`config.mk`:
```
export PLATFORM = sky130hd
export DESIGN_NAME = alu_bus_sequencer
export DESIGN_NICKNAME = d
export VERILOG_FILES = /design/src/rtl/alu_bus_sequencer.sv
export SDC_FILE = /design/constraint.sdc
export NUM_CORES = 1
export LEC_CHECK = 0
export ABC_AREA = 1
export CAP_MARGIN = 10
export CORE_MARGIN = 1
export CORE_UTILIZATION = 49
export DETAILED_ROUTE_END_ITERATION = 6
export GPL_TIMING_DRIVEN = 1
export PLACE_DENSITY = 0.95
export SLEW_MARGIN = 15
export SYNTH_ARGS = -nofsm -noshare
export SYNTH_HDL_FRONTEND = slang
export SYNTH_SLANG_ARGS = --single-unit
```
`constraint.sdc`:
```
create_clock -name clk3 -period 2.9 [get_ports clk3]
set_input_delay 0.435 -clock clk3 [delete_from_list [all_inputs] [get_ports clk3]]
set_output_delay 0.435 -clock clk3 [all_outputs]
set_load 0.1 [all_outputs]
```
`src/rtl/alu_bus_sequencer.sv`:
```
// rtl/alu_bus_sequencer.sv - steps one ALU transaction across the raddr/waddr/action bus fields
module alu_bus_sequencer #(
  parameter logic [4:0] IDLE_ADDR = 5'b00000
) (
  input  logic       clk3,
  input  logic       rsthold,
  input  logic       start,
  input  logic [2:0] opsel,
  input  logic [4:0] src_raddr,
  input  logic [4:0] dst_waddr,
  input  logic [1:0] pre_action,
  input  logic       post_sru,
  output logic [4:0] raddr,
  output logic [4:0] waddr,
  output logic [3:0] action,
  output logic       t34,
  output logic       busy,
  output logic       done
);

  // Address 11000 is ALU B when written and ALU Y when read.
  localparam logic [4:0] ALU_REG = 5'b11000;

  typedef enum logic [2:0] {
    S_IDLE,
    S_PRE,
    S_LOADB,
    S_OP,
    S_STORE,
    S_POST
  } state_t;

  state_t     state;
  state_t     state_nxt;
  logic [1:0] phase;
  logic       accept;
  logic       finish;
  logic       pre_valid;

  // Transaction parameters captured at acceptance so later input changes are ignored.
  logic [2:0] op_q;
  logic [4:0] src_q;
  logic [4:0] dst_q;
  logic       pre_cll_q;
  logic       sru_q;

  // Only CPL (01) and CLL (10) produce a PRE step; 11 is reserved and behaves as none.
  assign pre_valid = (pre_action == 2'b01) || (pre_action == 2'b10);

  // Strobe window is closed for the first half of every step and always while idle.
  assign t34  = (state == S_IDLE) | ~phase[1];
  assign busy = (state != S_IDLE);

  // State, phase and done pulse registers.
  always_ff @(posedge clk3 or posedge rsthold) begin
    if (rsthold) begin
      state <= S_IDLE;
      phase <= 2'd0;
      done  <= 1'b0;
    end else begin
      state <= state_nxt;
      if ((state_nxt != state) || (state == S_IDLE)) begin
        phase <= 2'd0;
      end else begin
        phase <= phase + 2'd1;
      end
      done <= finish;
    end
  end

  // Capture the request fields when a start is accepted.
  always_ff @(posedge clk3 or posedge rsthold) begin
    if (rsthold) begin
      op_q      <= 3'd0;
      src_q     <= 5'd0;
      dst_q     <= 5'd0;
      pre_cll_q <= 1'b0;
      sru_q     <= 1'b0;
    end else if (accept) begin
      op_q      <= opsel;
      src_q     <= src_raddr;
      dst_q     <= dst_waddr;
      pre_cll_q <= pre_action[1];
      sru_q     <= post_sru;
    end
  end

  // Next-state selection and per-step bus field decode; fields depend on state only.
  always_comb begin
    state_nxt = state;
    accept    = 1'b0;
    finish    = 1'b0;
    raddr     = IDLE_ADDR;
    waddr     = IDLE_ADDR;
    action    = 4'b0000;
    case (state)
      S_IDLE: begin
        if (start) begin
          accept    = 1'b1;
          state_nxt = pre_valid ? S_PRE : S_LOADB;
        end
      end
      S_PRE: begin
        action = pre_cll_q ? 4'b0010 : 4'b0001;
        if (phase == 2'd3) state_nxt = S_LOADB;
      end
      S_LOADB: begin
        raddr = src_q;
        waddr = ALU_REG;
        if (phase == 2'd3) state_nxt = S_OP;
      end
      S_OP: begin
        raddr = {2'b10, op_q};
        if (phase == 2'd3) state_nxt = S_STORE;
      end
      S_STORE: begin
        raddr = ALU_REG;
        waddr = dst_q;
        if (phase == 2'd3) begin
          if (sru_q) begin
            state_nxt = S_POST;
          end else begin
            state_nxt = S_IDLE;
            finish    = 1'b1;
          end
        end
      end
      S_POST: begin
        action = 4'b0111;
        if (phase == 2'd3) begin
          state_nxt = S_IDLE;
          finish    = 1'b1;
        end
      end
      default: state_nxt = S_IDLE;
    endcase
  end

endmodule

```
==> flow_summary.json <==
{
  "run_status": "completed",
  "crit_family": "buffers and inverters",
  "drt_iter0_markers": 26,
  "ios": 36,
  "cts_tree": "built",
  "ys_top_cells_by_area": "dfrtp_1, nand2_1, inv_1, o21ai_0, nor2_2",
  "htreeDepth": 1,
  "antenna_found_initial": 0,
  "hold_violations": 0,
  "rsz0062_at_grt": "no",
  "holdCritPathClass": "reg -> reg",
  "fin_nets": 197,
  "synth_nets": 162,
  "yosys.area.top_type_share_pct": 46.67,
  "cts_made_buffers": 3,
  "ys.flop_type": "dfrtp_1",
  "worst_slack_ns": 0.6562,
  "syn_avg_cell_area_sq_um": 7.986,
  "max_stage_delay_ns": 0.46,
  "cp_cell_sequence": "inv_2, nand3_1, o211ai_1, buf_4",
  "critical_path.max_fanout": 11,
  "first_pass_iters": 5,
  "rows": 16,
  "skew_ns": 0.001661,
  "synth_common_cells": "nand2_1, inv_1, dfrtp_1, o21ai_0",
  "slowest_stage": "dfrtp_1",
  "initial_utilization_pct": 54.61,
  "post-route-util_pct": 70.27,
  "maxSlewViolCount": 0,
  "routed_wl_mm": 2.375,
  "worst_pin_slew_ns": 0.7618,
  "root_buffer": "clkbuf_4",
  "synth-seq-cells": 21,
  "cts_setup_buffers": 0,
  "yosysUniqueCellTypes": 21,
  "die_w_um": 49.94,
  "min_period_ns": 2.244,
  "fin_crit_sh_pct": 77.37,
  "ant_nets": 0,
  "die-height_um": 49.94,
  "drc_errors": 0,
  "path_clk_slew_ns": 0.10,
  "io_buffer_count": 34,
  "synth_edf_count": 0,
  "syn2layout_area_growth_pct": 28.67,
  "ctsHoldBuffers": 0,
  "insertion_delay_ns": 0.31,
  "wl_per_cell_um": 11.76,
  "end_kind": "output pin",
  "cts.sinks": 21,
  "crit_arrival_ns": 1.81,
  "fp.coreArea_sq_um": 2062,
  "dpl.hpwl_mm": 1.868,
  "cp.buffers_inverters": 2,
  "first_global_vias": 930,
  "fmax_ghz": 0.4457,
  "ctsLongestPathBuffers": 2,
  "async_flop_share_pct": 100.0,
  "dieArea_sq_um": 2494,
  "grt_first_pass_wirelength_mm": 3.988,
  "place_congestion": 0.9347,
  "ys_warn_count": 0,
  "post-synth-top-count-cell": "nand2_1",
  "grt-ovfl-total": 0,
  "max-cap-violations": 0,
  "grt_max_degree": 29,
  "seq_area_frac_synth_pct": 46.67,
  "tns_ns": 0,
  "pre_cts_ws_ns": 1.007,
  "crit_path_start_kind": "register",
  "antennaDiodeCount": 0,
  "grt_util_all_layers_pct": 21.52,
  "netlist_area_sq_um": 1126,
  "setup_viol": 0,
  "synth_cells": 141,
  "max_slew_margin_pct": 49.16,
  "dr_total_vias": 1021,
  "yosys.area.top_type": "dfrtp_1",
  "critical_path_class": "reg -> out",
  "viasPerCell": 5.054,
  "cp.required_ns": 2.47,
  "drive_gt1_share_pct": 20.57,
  "cts_resized": 0
}
[final cells by class]
type	count	area [sq um]
Inverter	26	97.59
Clock buffer	4	26.28
Tap cell	27	33.78
Multi-Input combinational cell	90	465.4
Timing Repair Buffer	34	300.3
Fill cell	158	613.1
Sequential cell	21	525.5
[worst register-to-register path, delay by kind of cell (launching register included)]
| family | cells | cell delay (ns) |
|---|---|---|
| DFF | 1 | 0.47 |
| AOI/OAI and AO/OA | 1 | 0.16 |
| and+or+nand+nor | 2 | 0.43 |
| buffers and inverters | 1 | 0.34 |
[cells by family (layout without fill, tap and decap cells)]
| family | after synthesis | after routing | synth area share (%) |
|---|---|---|---|
| AND/OR/NAND/NOR | 59 | 59 | 25.00 |
| buffers and inverters | 30 | 64 | 12.00 |
| AO/OA/AOI/OAI | 28 | 28 | 13.78 |
| flip-flops | 21 | 21 | 46.67 |
| adder cells (fa/ha/maj) | 2 | 2 | 2.222 |
| other | 1 | 1 | 0.3330 |
[sequential cells by signal (all words and copies together) (netlist names)]
name,flops
dst_q,5
sru_q,1
done,1
state,3
phase,2
op_q,3
src_q,5
pre_cll_q,1
[placed cells by master (no fill, tap or decap), types with 2 or more instances in the layout]
cell / instances
nand2_1: 29
inv_1: 23
dfrtp_1: 21
clkdlybuf4s50_1: 18
buf_4: 16
o21ai_0: 11
o21ai_1: 9
nor2_2: 8
nor2_1: 7
nand3_1: 7
inv_2: 3
nand3_2: 3
nand2_2: 3
o22ai_1: 3
clkbuf_4: 3
o211ai_1: 2
nand4_1: 2
ha_1: 2
[metrics by stage]
| step | instance area, sq um | std cells | hold slack [ns] |
|---|---|---|---|
| finish | 1449 | 202 | 0.4691 |
| global route | 1449 | 202 | 0.5032 |
| CTS | 1449 | 202 | 0.4759 |
| detailed placement | 1423 | 198 | 0.4607 |
| global placement | 1423 | 198 | 0.4448 |
| floorplan | 1126 | 141 | 0.4115 |
[routing by layer]
metal | track usage, % | share of wire, % | wire length (um)
met1 | 26.72 | 44 | 1055
met2 | 34.91 | 49 | 1171
met3 | 6.481 | 4.6 | 109
met4 | 8.095 | 1.6 | 37
met5 | 0 | 0 | 0
[final timing paths]
kind,from,endpoint,slack (ns),cells after the start
worst min register to register,phase[0]$_DFF_PP0_,phase[0]$_DFF_PP0_,0.47,1
max in group asynchronous,rsthold,sru_q$_DFFE_PP0P_,1.88,2
min in group asynchronous,rsthold,op_q[1]$_DFFE_PP0P_,0.55,2
worst min-delay path,phase[0]$_DFF_PP0_,phase[0]$_DFF_PP0_,0.47,1
worst max register to register,state[1]$_DFF_PP0_,src_q[1]$_DFFE_PP0P_,1.38,4
worst max-delay path,state[2]$_DFF_PP0_,raddr[4],0.66,4
Power is left out: the tool's default activity adds up to more than one toggle a clock period on the data nets, which glitch-free logic cannot reach.
